--- config.mk ---
export PLATFORM = sky130hd
export DESIGN_NAME = cp0_timer_ext_flat
export DESIGN_NICKNAME = d
export VERILOG_FILES = /design/src/rtl/cp0_timer_ext_if.sv /design/src/rtl/cp0_timer_ext.sv /design/src/flat_wrapper.sv
export SDC_FILE = /design/constraint.sdc
export NUM_CORES = 1
export LEC_CHECK = 0
export CORE_AREA = 5 5 148 136
export CTS_BUF_LIST = sky130_fd_sc_hd__clkbuf_4 sky130_fd_sc_hd__clkbuf_8
export DETAILED_ROUTE_END_ITERATION = 8
export DIE_AREA = 0 0 153 141
export GPL_TIMING_DRIVEN = 0
export PLACE_DENSITY = 0.73
export SYNTH_ARGS = -nofsm -noshare
export SYNTH_HDL_FRONTEND = slang
export SYNTH_SLANG_ARGS = --single-unit
--- constraint.sdc ---
create_clock -name clk -period 6.2 [get_ports clk]
set_input_delay 1.24 -clock clk [delete_from_list [all_inputs] [get_ports clk]]
set_output_delay 1.24 -clock clk [all_outputs]
set_load 0.01 [all_outputs]
--- src/rtl/cp0_timer_ext_if.sv ---
// cp0_timer_ext_if: signal bundle between the M stage and coprocessor 0.
interface cp0_timer_ext_if #(
    parameter int NUM_HWINT = 6
);
    logic [4:0]           i_rd_addr;
    logic [4:0]           i_wr_addr;
    logic [31:0]          i_wr_data;
    logic                 i_we;
    logic [31:0]          i_pc;
    logic [4:0]           i_exc_code;
    logic                 i_in_delay_slot;
    logic                 i_exl_clr;
    logic [NUM_HWINT-1:0] i_hw_int;
    logic                 o_req;
    logic [31:0]          o_epc_out;
    logic [31:0]          o_rd_data;
    logic                 o_timer_irq;

    modport slave (
        input  i_rd_addr, i_wr_addr, i_wr_data, i_we, i_pc, i_exc_code,
               i_in_delay_slot, i_exl_clr, i_hw_int,
        output o_req, o_epc_out, o_rd_data, o_timer_irq
    );

    modport master (
        output i_rd_addr, i_wr_addr, i_wr_data, i_we, i_pc, i_exc_code,
               i_in_delay_slot, i_exl_clr, i_hw_int,
        input  o_req, o_epc_out, o_rd_data, o_timer_irq
    );
endinterface

--- src/rtl/cp0_timer_ext.sv ---
// cp0_timer_ext: MIPS coprocessor 0 (SR, Cause, EPC, PRId) with a Count/Compare timer.
module cp0_timer_ext #(
    parameter int          NUM_HWINT   = 6,
    parameter int          TIMER_EN    = 1,
    parameter int          COUNT_SHIFT = 0,
    parameter logic [31:0] PRID_VAL    = 32'h2003_1015
) (
    input logic            clk,
    input logic            reset,
    cp0_timer_ext_if.slave bus
);
    localparam int          PW        = (COUNT_SHIFT > 0) ? COUNT_SHIFT : 1;
    localparam logic [PW-1:0] P_ONE   = PW'(1);
    localparam logic [PW-1:0] P_MAX   = '1;
    localparam logic [4:0]  A_COUNT   = 5'd9;
    localparam logic [4:0]  A_COMPARE = 5'd11;
    localparam logic [4:0]  A_SR      = 5'd12;
    localparam logic [4:0]  A_CAUSE   = 5'd13;
    localparam logic [4:0]  A_EPC     = 5'd14;
    localparam logic [4:0]  A_PRID    = 5'd15;

    logic                 r_ie;
    logic                 r_exl;
    logic [NUM_HWINT-1:0] r_im;
    logic                 r_bd;
    logic                 r_ti;
    logic [NUM_HWINT-1:0] r_ip;
    logic [4:0]           r_exc_code;
    logic [31:0]          r_epc;
    logic [31:0]          r_count;
    logic [31:0]          r_compare;
    logic [PW-1:0]        r_presc;

    logic [NUM_HWINT-1:0] w_pend;
    logic                 w_int_req;
    logic                 w_exc_req;
    logic                 w_req;
    logic [31:0]          w_epc_out;
    logic [31:0]          w_sr;
    logic [31:0]          w_cause;
    logic                 w_wr;
    logic                 w_wr_sr;
    logic                 w_wr_epc;
    logic                 w_wr_count;
    logic                 w_wr_compare;
    logic                 w_tick;
    logic [PW-1:0]        w_presc_nxt;
    logic [31:0]          w_count_inc;
    logic                 w_timer_rd;

    // The timer interrupt shares the highest hardware line.
    always_comb begin
        w_pend = bus.i_hw_int;
        w_pend[NUM_HWINT-1] = bus.i_hw_int[NUM_HWINT-1] | (r_ti & (TIMER_EN != 0));
    end

    assign w_int_req = !r_exl & r_ie & (|(w_pend & r_im));
    assign w_exc_req = !r_exl & (bus.i_exc_code != 5'd0);
    assign w_req     = !reset & (w_int_req | w_exc_req);
    assign w_epc_out = w_req ? (bus.i_in_delay_slot ? bus.i_pc - 32'd4 : bus.i_pc) : r_epc;

    always_comb begin
        w_sr = 32'd0;
        w_sr[0] = r_ie;
        w_sr[1] = r_exl;
        w_sr[10 +: NUM_HWINT] = r_im;
    end

    always_comb begin
        w_cause = 32'd0;
        w_cause[31] = r_bd;
        w_cause[30] = r_ti;
        w_cause[10 +: NUM_HWINT] = r_ip;
        w_cause[6:2] = r_exc_code;
    end

    // A taken exception/interrupt swallows any mtc0 in the same cycle.
    assign w_wr         = !w_req & bus.i_we;
    assign w_wr_sr      = w_wr & (bus.i_wr_addr == A_SR);
    assign w_wr_epc     = w_wr & (bus.i_wr_addr == A_EPC);
    assign w_wr_count   = w_wr & (bus.i_wr_addr == A_COUNT);
    assign w_wr_compare = w_wr & (bus.i_wr_addr == A_COMPARE);

    assign w_tick      = (COUNT_SHIFT == 0) || (r_presc == P_MAX);
    assign w_presc_nxt = w_tick ? '0 : r_presc + P_ONE;
    assign w_count_inc = r_count + 32'd1;
    assign w_timer_rd  = (TIMER_EN != 0);

    always_ff @(posedge clk or posedge reset) begin
        if (reset) begin
            r_ie       <= 1'b0;
            r_exl      <= 1'b0;
            r_im       <= '0;
            r_bd       <= 1'b0;
            r_ti       <= 1'b0;
            r_ip       <= '0;
            r_exc_code <= 5'd0;
            r_epc      <= 32'd0;
            r_count    <= 32'd0;
            r_compare  <= 32'hFFFF_FFFF;
            r_presc    <= '0;
        end else begin
            r_ip <= w_pend;
            if (w_req) begin
                r_exc_code <= w_int_req ? 5'd0 : bus.i_exc_code;
                r_exl      <= 1'b1;
                r_epc      <= w_epc_out;
                r_bd       <= bus.i_in_delay_slot;
            end else begin
                if (bus.i_exl_clr)
                    r_exl <= 1'b0;
                if (w_wr_sr) begin
                    r_ie  <= bus.i_wr_data[0];
                    r_exl <= bus.i_wr_data[1];
                    r_im  <= bus.i_wr_data[10 +: NUM_HWINT];
                end
                if (w_wr_epc)
                    r_epc <= bus.i_wr_data;
            end
            if (TIMER_EN != 0) begin
                if (w_wr_count) begin
                    r_count <= bus.i_wr_data;
                    r_presc <= '0;
                end else begin
                    r_presc <= w_presc_nxt;
                    if (w_tick) begin
                        r_count <= w_count_inc;
                        if (w_count_inc == r_compare)
                            r_ti <= 1'b1;
                    end
                end
                if (w_wr_compare) begin
                    r_compare <= bus.i_wr_data;
                    r_ti      <= 1'b0;
                end
            end
        end
    end

    assign bus.o_req       = w_req;
    assign bus.o_epc_out   = w_epc_out;
    assign bus.o_timer_irq = r_ti;
    assign bus.o_rd_data   = (bus.i_rd_addr == A_SR)                   ? w_sr      :
                             (bus.i_rd_addr == A_CAUSE)                ? w_cause   :
                             (bus.i_rd_addr == A_EPC)                  ? r_epc     :
                             (bus.i_rd_addr == A_PRID)                 ? PRID_VAL  :
                             (bus.i_rd_addr == A_COUNT && w_timer_rd)   ? r_count   :
                             (bus.i_rd_addr == A_COMPARE && w_timer_rd) ? r_compare :
                             32'd0;
endmodule
--- src/flat_wrapper.sv ---
// flat-port wrapper written by rule: the top's interface ports become plain ports
module cp0_timer_ext_flat 
#(
    parameter int          NUM_HWINT   = 6,
    parameter int          TIMER_EN    = 1,
    parameter int          COUNT_SHIFT = 0,
    parameter logic [31:0] PRID_VAL    = 32'h2003_1015
)
  (clk, reset, bus_i_rd_addr, bus_i_wr_addr, bus_i_wr_data, bus_i_we, bus_i_pc, bus_i_exc_code, bus_i_in_delay_slot, bus_i_exl_clr, bus_i_hw_int, bus_o_req, bus_o_epc_out, bus_o_rd_data, bus_o_timer_irq);
  cp0_timer_ext_if #(.NUM_HWINT(NUM_HWINT)) bus_i ();
  input logic clk;
  input logic reset;
  input wire logic [$bits(bus_i.i_rd_addr)-1:0] bus_i_rd_addr;
  input wire logic [$bits(bus_i.i_wr_addr)-1:0] bus_i_wr_addr;
  input wire logic [$bits(bus_i.i_wr_data)-1:0] bus_i_wr_data;
  input wire logic [$bits(bus_i.i_we)-1:0] bus_i_we;
  input wire logic [$bits(bus_i.i_pc)-1:0] bus_i_pc;
  input wire logic [$bits(bus_i.i_exc_code)-1:0] bus_i_exc_code;
  input wire logic [$bits(bus_i.i_in_delay_slot)-1:0] bus_i_in_delay_slot;
  input wire logic [$bits(bus_i.i_exl_clr)-1:0] bus_i_exl_clr;
  input wire logic [$bits(bus_i.i_hw_int)-1:0] bus_i_hw_int;
  output wire logic [$bits(bus_i.o_req)-1:0] bus_o_req;
  output wire logic [$bits(bus_i.o_epc_out)-1:0] bus_o_epc_out;
  output wire logic [$bits(bus_i.o_rd_data)-1:0] bus_o_rd_data;
  output wire logic [$bits(bus_i.o_timer_irq)-1:0] bus_o_timer_irq;
  assign bus_i.i_rd_addr = bus_i_rd_addr;
  assign bus_i.i_wr_addr = bus_i_wr_addr;
  assign bus_i.i_wr_data = bus_i_wr_data;
  assign bus_i.i_we = bus_i_we;
  assign bus_i.i_pc = bus_i_pc;
  assign bus_i.i_exc_code = bus_i_exc_code;
  assign bus_i.i_in_delay_slot = bus_i_in_delay_slot;
  assign bus_i.i_exl_clr = bus_i_exl_clr;
  assign bus_i.i_hw_int = bus_i_hw_int;
  assign bus_o_req = bus_i.o_req;
  assign bus_o_epc_out = bus_i.o_epc_out;
  assign bus_o_rd_data = bus_i.o_rd_data;
  assign bus_o_timer_irq = bus_i.o_timer_irq;
  cp0_timer_ext #(.NUM_HWINT(NUM_HWINT), .TIMER_EN(TIMER_EN), .COUNT_SHIFT(COUNT_SHIFT), .PRID_VAL(PRID_VAL)) u_core (.clk(clk), .reset(reset), .bus(bus_i));
endmodule
Word-level counts from Yosys, hierarchy flattened
Index checks and enable logic that the tools add are counted.
Cells by class
  add/subtract/negate cells: 2
  equality and inequality tests: 12
  mux-type cells: 18
  bitwise operators: 13
  reduce and logical (&&, ||, !) cells: 10
Operators with widths (number)
  32-bit two-way mux: 11
  5-bit by 4-bit equality test with 1-bit output (second input constant): 10
  32-bit by 1-bit adder with 32-bit output (second input constant): 1
  32-bit equality test: 1
  32-bit by 3-bit subtractor with 32-bit output (second input constant): 1
  1-bit AND: 9
  6-bit AND: 1
  1-bit two-way mux: 6
  6-bit OR reduction: 1
  5-bit two-way mux: 1
  5-bit nonzero test: 1
  2-bit AND reduction: 2
  2-bit nonzero test: 2
  1-bit zero test: 3
  3-bit nonzero test: 1
  2-bit != test (second input constant): 1
  1-bit bitwise OR: 2
  1-bit inverter: 1
Storage, ports and cells
  flip-flop bits (word level): 117
  output and inout bits: 66
  word-level logic and storage cells: 65

Depth between registers and ports, before layout
Gate-level depths: netlist of the first run.
  word-level depth: 11
  depth in mapped cells: 11
  mapped depth without buffers: 9

Worst setup path before layout of the first run
OpenSTA, ideal clock, no wires.
  path kind: input-to-output
  from: in reset
  to: out bus_o_epc_out[17]
  arrival time: 5.030 ns
  required time: 4.960 ns
  path slack: -0.070 ns
  stages on the path: 6
  buffers on the path: 2
  path through: inv_1 -> nand2_1 -> inv_2 -> clkbuf_1 -> buf_1 -> a21oi_1
On the way
  word-level cells in the longest chain between the ends: 3
Ends and longest elaborated chain
  from (decl): line flat_wrapper.sv:12  | input logic reset;
  1-bit zero test: line cp0_timer_ext.sv:59  | assign w_req = !reset & (w_int_req | w_exc_req);
  1-bit AND: line cp0_timer_ext.sv:59
  32-bit two-way mux: line cp0_timer_ext.sv:60  | assign w_epc_out = w_req ? (bus.i_in_delay_slot ? bus.i_pc - 32'd4 : bus.i_pc) : r_epc;
  to (decl): line flat_wrapper.sv:23  | output wire logic [$bits(bus_i.o_epc_out)-1:0] bus_o_epc_out;
Every way passes these cells.

Final worst setup path of the first run
  from: in bus_i_pc[6]
  to: out bus_o_epc_out[30]
On the way
  word-level cells in the longest chain between the ends: 3
Ends and longest elaborated chain
  from (decl): line flat_wrapper.sv:17  | input wire logic [$bits(bus_i.i_pc)-1:0] bus_i_pc;
  32-bit by 3-bit subtractor with 32-bit output: line cp0_timer_ext.sv:60
  32-bit two-way mux (2 in a row): line cp0_timer_ext.sv:60
Every way passes these cells.

==> results of run 1 <==
## path summary, 6_finish.rpt
check / startpoint / to / depth (start not counted)
max: bus_i_pc[6] / bus_o_epc_out[30] / 9
min: u_core.r_exc_code[4] / u_core.r_exc_code[4] / 2
max reg2reg: u_core.r_count[0] / u_core.bus.o_timer_irq / 8
min reg2reg: u_core.r_exc_code[4] / u_core.r_exc_code[4] / 2
max in group asynchronous: reset / u_core.r_compare[19] / 4
min in group asynchronous: reset / u_core.r_epc[4] / 2
## per-stage QoR
| step | setup slack [ns] | setup TNS (ns) |
|---|---|---|
| 5_1_grt | 0.2956 | 0 |
| 2_1_floorplan | 0.9267 | 0 |
| 3_3_place_gp | -1.371 | -48.64 |
| 6_report | 0.6129 | 0 |
| 4_1_cts | 0.5935 | 0 |
| 3_5_place_dp | 0.6051 | 0 |
## critical path, cell delays in order
cell and delay (ns):
sky130_fd_sc_hd__clkdlybuf4s50_1 0.47, sky130_fd_sc_hd__or3_1 0.41, sky130_fd_sc_hd__nor4_1 0.55, sky130_fd_sc_hd__nand4_1 0.31, sky130_fd_sc_hd__nor2b_1 0.28, sky130_fd_sc_hd__nand2_1 0.09
sky130_fd_sc_hd__xor2_1 0.18, sky130_fd_sc_hd__a21oi_1 0.22, sky130_fd_sc_hd__clkdlybuf4s50_1 0.58
## power by group through the flow
| stage | clock network (mW) | registers [mW] | logic [mW] |
|---|---|---|---|
| 2_1_floorplan | 0 | 1.16 | 0.881 |
| 3_3_place_gp | 0 | 1.23 | 1.31 |
| 3_5_place_dp | 0 | 1.24 | 1.33 |
| 4_1_cts | 0.695 | 1.23 | 1.34 |
| 5_1_grt | 0.730 | 1.27 | 1.47 |
| 6_report | 0.690 | 1.24 | 1.35 |
## cell families (layout without fill, tap and decap cells)
logic type / after synthesis / count (layout)
adder cells (fa/ha/maj): 3 / 3
buffers and inverters: 74 / 263
multiplexers: 79 / 79
AO/OA/AOI/OAI: 220 / 220
flip-flops: 117 / 117
XOR/XNOR: 81 / 81
AND/OR/NAND/NOR: 331 / 331
## state kept, by name, summed over array words and instances, names as in the netlist
register	count
u_core.bus.o_timer_irq	1
u_core.r_ie	1
u_core.r_bd	1
u_core.r_exl	1
u_core.r_compare	32
u_core.r_im	6
u_core.r_count	32
u_core.r_epc	32
u_core.r_ip	6
u_core.r_exc_code	5
## per-layer routing
| metal | up-vias | part of all wire | wire (um) | global-route usage |
|---|---|---|---|---|
| met1 | 3743 | 0.43 | 11720 | 0.3435 |
| met4 | 0 | 0.021 | 570 | 0.07876 |
| li1 | 3633 | - | - | - |
| met3 | 41 | 0.088 | 2403 | 0.06845 |
| met5 | - | 0 | 0 | 0 |
| met2 | 350 | 0.46 | 12540 | 0.3930 |
## layout make-up
type,count,share of cell area
buffer,66,0.02992
clock buffer,17,0.02247
clock inverter,15,0.01430
inverter,8,0.003244
multi-input combinational,714,0.4605
sequential,117,0.2850
tap,250,0.03004
timing repair buffer,157,0.1545
## layout by cell type, fill, tap and decap left out, drive strengths merged, types with 9 or more instances in the layout
master and n:
a211oi 30, a21oi 90, buf 27, clkbuf 59
clkdlybuf4s50 154, dfrtp 85, dfstp 32, inv 12
mux2 42, mux2i 37, nand2 80, nand2b 9
nand3 22, nand4 19, nor2 87, nor2b 33
nor3 22, nor4 12, o21ai 32, o22ai 9
xnor2 48, xor2 28
==> reports/summary.md, run 1 <==
The flow ran to the end, and the final reports show no timing, DRC or antenna violations. The H-tree was split into 4 levels. Hold repair after CTS inserted 0 buffers. The final hold violation count came out at 0.

The length of the first detailed-routing pass in iterations is 5, and the number of filler instances in the final layout is 1761. In this run the worst hold path is classified as reg2reg. Counting every instance in the synthesized netlist gives 905. The worst-case IR drop observed on VDD is 0.1604 mV.

Setup repair after global routing left no endpoint under its margin. The die outline height works out to 141 um. The tools report the pin count of the biggest net entering global routing as 40. Power comes to 3.275 mW. Total routing resource utilization after global routing: 0.2519. The register area share after synthesis was 0.3662; the post-synthesis simple-gate area fraction was 0.2158. On the final layout, the worst clock skew is 0.009421 ns. Share of synthesized registers carrying an async set or reset: 1.000.

The tools report the number of antenna violations at the first check in global routing as 0. For this design the top-level I/O count stands at 156. The register-to-register setup slack is 3.30 ns, and the routed length per instance is 20.26 um. The tools report the total placed instance area as 10030 sq um.

For this block, the routed nets add up to 27.23 mm of wire. The clock passes through at most 2 buffers. The finished layout holds 1344 standard cells, fillers aside. Post-CTS repair timing setup buffer count: 0. The area share of xor/xnor cells in the synthesized design is 0.09650. The adder and majority gate portion of the synthesized area is 0.004323.

The number of synthesized register bits is 117. Sequential share of power: 0.378. By area the synthesized netlist is led by sky130_fd_sc_hd__dfrtp_1 26%, sky130_fd_sc_hd__dfstp_2 10%, sky130_fd_sc_hd__a21oi_1 5.6%, sky130_fd_sc_hd__xnor2_1 5.2%, sky130_fd_sc_hd__mux2i_1 4.6%. The compound-cell area share of the yosys netlist is 0.1709. The max-capacitance violation count is 0, and the fraction of post-synthesis cell area in the top cell type by area is 0.2625. The tools report the remaining global-route overflow as 0. The total nets after synthesis is 997.

The internal power component is 1.992 mW. Number of CTS-inserted buffers: 17. The net count of the finished layout is 1173. The congestion estimate from routability-driven global placement came to 0.9110. The core utilization of the finished layout is 0.5593, and the actual transition at the worst max-transition pin is 0.8926 ns. The multiplexer fraction of the synthesized cell area is 0.1041, and the number of warnings issued by yosys is 0. For the leakage dissipation, the log shows 3.882 nW.

For this run, the leading register cell type out of synthesis is sky130_fd_sc_hd__dfrtp_1. The biggest fanout along the worst timing path is 4, and the data arrival at the endpoint of the critical path is 4.35 ns. Clock group share of total power: 0.211. Worst slew margin relative to its limit: 0.4049.

The leading area contributor after synthesis was sky130_fd_sc_hd__dfrtp_1. Synthesis instantiated 78 different standard cells from the library. The critical path is of the in2out type.

Most numerous cell in the Yosys netlist: sky130_fd_sc_hd__a21oi_1. The starting density of the core came out at 0.4353. After the first detailed-routing iteration, the DRC count stood at 889.

Detailed placement finished with a half-perimeter wire length of 21.76 mm. In the final layout, the multi-input gates occupy 4795 sq um. Once detail routing completed, the nets flagged for antenna violations numbered 0. The count of input and output buffers is 154.

Hold timing on the final database bottoms out at a slack of 0.4764 ns. The instance count after placement with tap cells included was 1312; the total net switching power was 1.283 mW. 0 antenna diodes ended up in the layout. Kind of end point of the critical path: an output pin. The combinational family with the most area after synthesis is simple AND/OR/NAND/NOR gates.

Clock tree synthesis found a total of 117 sinks. The fraction of power spent switching nets is 0.3919, and the core area is 18620 sq um. From left edge to right edge, the die measures 153 um. The power density over cell area is 314.5 nW/um^2.

The fraction of power consumed by combinational cells was 0.411. The floorplan has 48 rows. STA classifies the critical path startpoint as an input port.

For the finished layout, the period the worst path requires is 5.587 ns. For the required time at the worst-slack endpoint, the log shows 4.96 ns. The register clock-pin slew on the reported worst setup and hold paths was 0.08 ns; the mean cell area of the mapped netlist was 8.955 sq um. The tools report the insertion delay of the later-clocked pin in the worst-skew pair as 0.46 ns. The count of pins over their slew limit was 0. Layout-stage area growth over the synthesis result: 28.49%.

The maximum clock frequency is 179.0 MHz, and the post-detailed-route DRC marker count is 0. Setup violations remaining at the end of the flow were counted as 0. The post-layout instance area was 10410 sq um; the share of final-layout standard cells stronger than drive strength 1 was 0.1143. After clock tree synthesis, the repair step resized 0 gates.

Across all layers, the routed design uses 7767 vias. The tree is rooted in a sky130_fd_sc_hd__clkbuf_8. The first-pass GRT wire length was 42.66 mm; the number of global-route vias before repair was 7531.

By count the netlist is led by 90 x sky130_fd_sc_hd__a21oi_1, 86 x sky130_fd_sc_hd__nor2_1, 85 x sky130_fd_sc_hd__dfrtp_1. Using the TritonRoute via totals, the vias-per-cell ratio works out to 5.779. In the final layout, flip-flops and latches occupy 2968 sq um. For the cell area after synthesis, the log shows 8104 sq um.

TritonCTS built the clock tree. The final critical-path share of the clock period works out to 0.9011. Yosys mapped a number of flops with a built-in enable equal to 0. The total die area came out at 21570 sq um.
Power figures use the tool's default switching activity.
==> run 2, diff against run 1 <==
Settings changed: PLACE_DENSITY 0.73 to unset, PLACE_DENSITY_LB_ADDON set to 0.15.
==> reports/summary.md, run 2 (synthesis gave the netlist of run 1 again) <==
The run finished with clean final reports. The tools report the maximum clock insertion buffer count as 2 (unchanged). The routability congestion estimate from global placement is 0.9134 (+0.26%), and the post-layout net count is 1174 (+0.085%). The most used cell along the critical path was sky130_fd_sc_hd__clkdlybuf4s50_1. The tools report the insertion delay of the later-clocked pin in the worst-skew pair as 0.46 ns (about the same).

For the starting density of the core, the log shows 0.4353 (unchanged). The logs give 0 (unchanged) for the number of endpoints failing setup at the final stage and 1732 (-1.6%) for the number of filler instances in the final layout. The count of input and output buffers works out to 154 (unchanged).

The worst register-to-register path ends at u_core.r_count[25]. The logs give 0 (unchanged) for the number of nets with antenna violations after routing and 0.368 (-0.010) for the sequential share of power. The share of final-layout standard cells stronger than drive strength 1 was 0.1151 (+0.0008089); the worst clock skew was 0.01045 ns (+0.001034 ns). The core area is 18620 sq um (unchanged), and the ratio of routed vias to standard cells is 5.707 (-1.2%). The worst setup path is launched from an input port. Total power: 3.387 mW (+3.4%). The critical path goes through clkdlybuf4s50_1 > nor4b_1 > nand2_1 > and2b_1 > and3_1 > nand4b_1 > xor2_1 > a21oi_1 > clkdlybuf4s50_1. The worst setup path is of the in2out kind.

Clock root buffer master: sky130_fd_sc_hd__clkbuf_8. The total placed instance area was 10040 sq um (+0.12%); the fraction of power spent switching nets was 0.3743 (-0.01760). In the layout the commonest cells are 154 x sky130_fd_sc_hd__clkdlybuf4s50_1, 90 x sky130_fd_sc_hd__a21oi_1, 86 x sky130_fd_sc_hd__nor2_1, 85 x sky130_fd_sc_hd__dfrtp_1, 80 x sky130_fd_sc_hd__nand2_1. The most critical setup path has its startpoint at bus_i_in_delay_slot.

The worst hold path terminates at u_core.r_exc_code[4]. The run gives 4.44 ns (+0.09 ns) as the data arrival at the endpoint of the critical path. The starting DRC count in detailed routing is 652 (-27%), and the required time at the worst-slack endpoint is 4.96 ns (about the same). The overall die width was 153 um (unchanged). The path category of the worst min-delay check was reg2reg. The logic depth of the worst register-to-register path is 11 (+3). The register-to-register setup slack came out at 3.16 ns (-0.14 ns). Startpoint of the worst register-to-register path: u_core.r_im[3].

The combined buffer and inverter count along the critical path is 2 (unchanged). The run gives 3.919 nW (+0.96%) as the leakage dissipation. The antenna diode count came out at 0 (unchanged). The post-layout instance area came out at 10480 sq um (+0.62%). The run gives 0 (unchanged) as the final hold violation count.

The final critical-path share of the clock period is 0.9162 (+0.01507). The total via count in the routed design is 7676 (-1.2%), and the register clock-pin slew on the reported worst setup and hold paths is 0.07 ns (about the same). For the remaining global-route overflow, the log shows 0 (unchanged).

STA classifies the critical path endpoint as an output pin. For the internal power component, the log shows 2.119 mW (+6.4%). The tools report the clock net sink count as 117 (unchanged). The number of buffers inserted by hold repair at cts is 0 (unchanged), and the time the worst path needs with I/O delays and setup is 5.680 ns (+0.09343 ns).

The I/O pin total is 156 (unchanged), and the number of placement rows is 48 (unchanged). The critical path's largest stage delay was 0.61 ns (+0.03 ns); the total net switching power was 1.268 mW (-1.2%). The die outline height was 141 um (unchanged). The largest registers in the layout are u_core.r_compare (32), u_core.r_count (32), u_core.r_epc (32).

Relative to the synthesized area, the layout overhead comes to 29.29%. The number of CTS-inserted buffers is 17 (unchanged), and the post-detailed-route DRC marker count is 0 (unchanged). The tools report the worst slack at placement as 0.5393 ns (-0.06583 ns). The worst hold path cell count works out to 2 (unchanged). The tools report the fraction of power consumed by combinational cells as 0.399 (-0.012). The total wire length was 27.82 mm (+2.2%); the HPWL after detailed placement was 22.12 mm (+1.7%).

The startpoint identified for the worst hold timing path is u_core.r_exc_code[4]. The gate family responsible for the most delay along the worst path was simple AND/OR/NAND/NOR gates. For the clock group share of total power, the log shows 0.233 (+0.022). Setup repair after global routing left no endpoint under its margin.

The run gives 7542 (+0.15%) as the number of global-route vias before repair. The max-capacitance violation count was 0 (unchanged); the quantity of gates resized following cts was 0 (unchanged). The total die area was 21570 sq um (unchanged). For the pin count of the biggest net entering global routing, the log shows 40 (unchanged). The run gives 4 (unchanged) as the number of H-tree branching levels. The logs give 5 (unchanged) for the length of the first detailed-routing pass in iterations and 0 (unchanged) for the post-CTS repair timing setup buffer count.

The biggest fanout along the worst timing path works out to 6 (+2). TritonCTS built the clock tree. The run gives 0.2565 (+0.004563) as the total routing resource utilization after global routing.

The maximum clock frequency came out at 176.0 MHz (-1.6%). The slowest stage of the critical path belongs to the cell sky130_fd_sc_hd__nor4b_1. The routed length per instance was 20.68 um (+2.1%). The setup slack after layout is 0.5195 ns (-0.09343 ns). The worst slew margin relative to its limit is 0.4265 (+0.02157). The first-pass GRT wire length is 43.06 mm (+0.94%), and the worst ir drop on vdd is 0.1272 mV (-21%). The count of pins over their slew limit is 0 (unchanged), and the actual transition at the worst max-transition pin is 0.8603 ns (-0.03235 ns).

The library cell used most frequently in the layout, excluding fill and tap cells, is sky130_fd_sc_hd__clkdlybuf4s50_1. The power density over cell area was 323.3 nW/um^2 (+2.8%); the number of antenna violations at the first check in global routing was 1 (+1).
==> run 2: layout make-up <==
type | instances | area (sq um) | share of cell area
buffer | 66 | 311.5 | 0.02974
clock buffer | 19 | 255.2 | 0.02436
clock inverter | 13 | 180.2 | 0.01720
inverter | 8 | 33.78 | 0.003224
multi-input combinational | 714 | 4795 | 0.4576
sequential | 117 | 2968 | 0.2833
tap | 250 | 312.8 | 0.02985
timing repair buffer | 158 | 1622 | 0.1548
==> run 2: worst max-delay path by stage <==
stage | to | depth (start not counted)
6_report | bus_o_epc_out[29] | 9
3_5_place_dp | bus_o_epc_out[29] | 9
4_1_cts | bus_o_epc_out[29] | 9
2_1_floorplan | bus_o_epc_out[17] | 6
5_1_grt | bus_o_epc_out[30] | 11
3_3_place_gp | bus_o_epc_out[30] | 8
==> run 2: tightest hold or removal path: stages, from the launching register on <==
cell and delay [ns]:
sky130_fd_sc_hd__dfrtp_1 0.35, sky130_fd_sc_hd__nand2_1 0.05, sky130_fd_sc_hd__nand2_1 0.05
==> run 2: layer usage <==
metal,wire length (um),GRT usage,vias up
li1,-,-,3628
met1,12610,0.3555,3685
met2,12390,0.3977,321
met3,2298,0.06814,40
met4,504,0.07361,2
met5,14,0,-
==> run 2: metrics by stage <==
| stage | instances | hold WS [ns] | TNS (ns) | utilization |
|---|---|---|---|---|
| 2_1_floorplan | 905 | 0.4394 | 0 | - |
| 6_report | 1345 | 0.4716 | 0 | 0.5628 |
| 3_3_place_gp | 1309 | 0.4561 | -65.79 | 0.5351 |
| 4_1_cts | 1345 | 0.4737 | 0 | 0.5628 |
| 3_5_place_dp | 1313 | 0.4577 | 0 | 0.5394 |
| 5_1_grt | 1345 | 0.4947 | 0 | 0.5628 |
==> run 2: power groups by stage <==
stage	clock [mW]	combinational [mW]	sequential, mW
6_report	0.789	1.35	1.25
3_5_place_dp	0	1.33	1.24
2_1_floorplan	0	0.881	1.16
5_1_grt	0.828	1.48	1.27
3_3_place_gp	0	1.31	1.24
4_1_cts	0.796	1.34	1.23
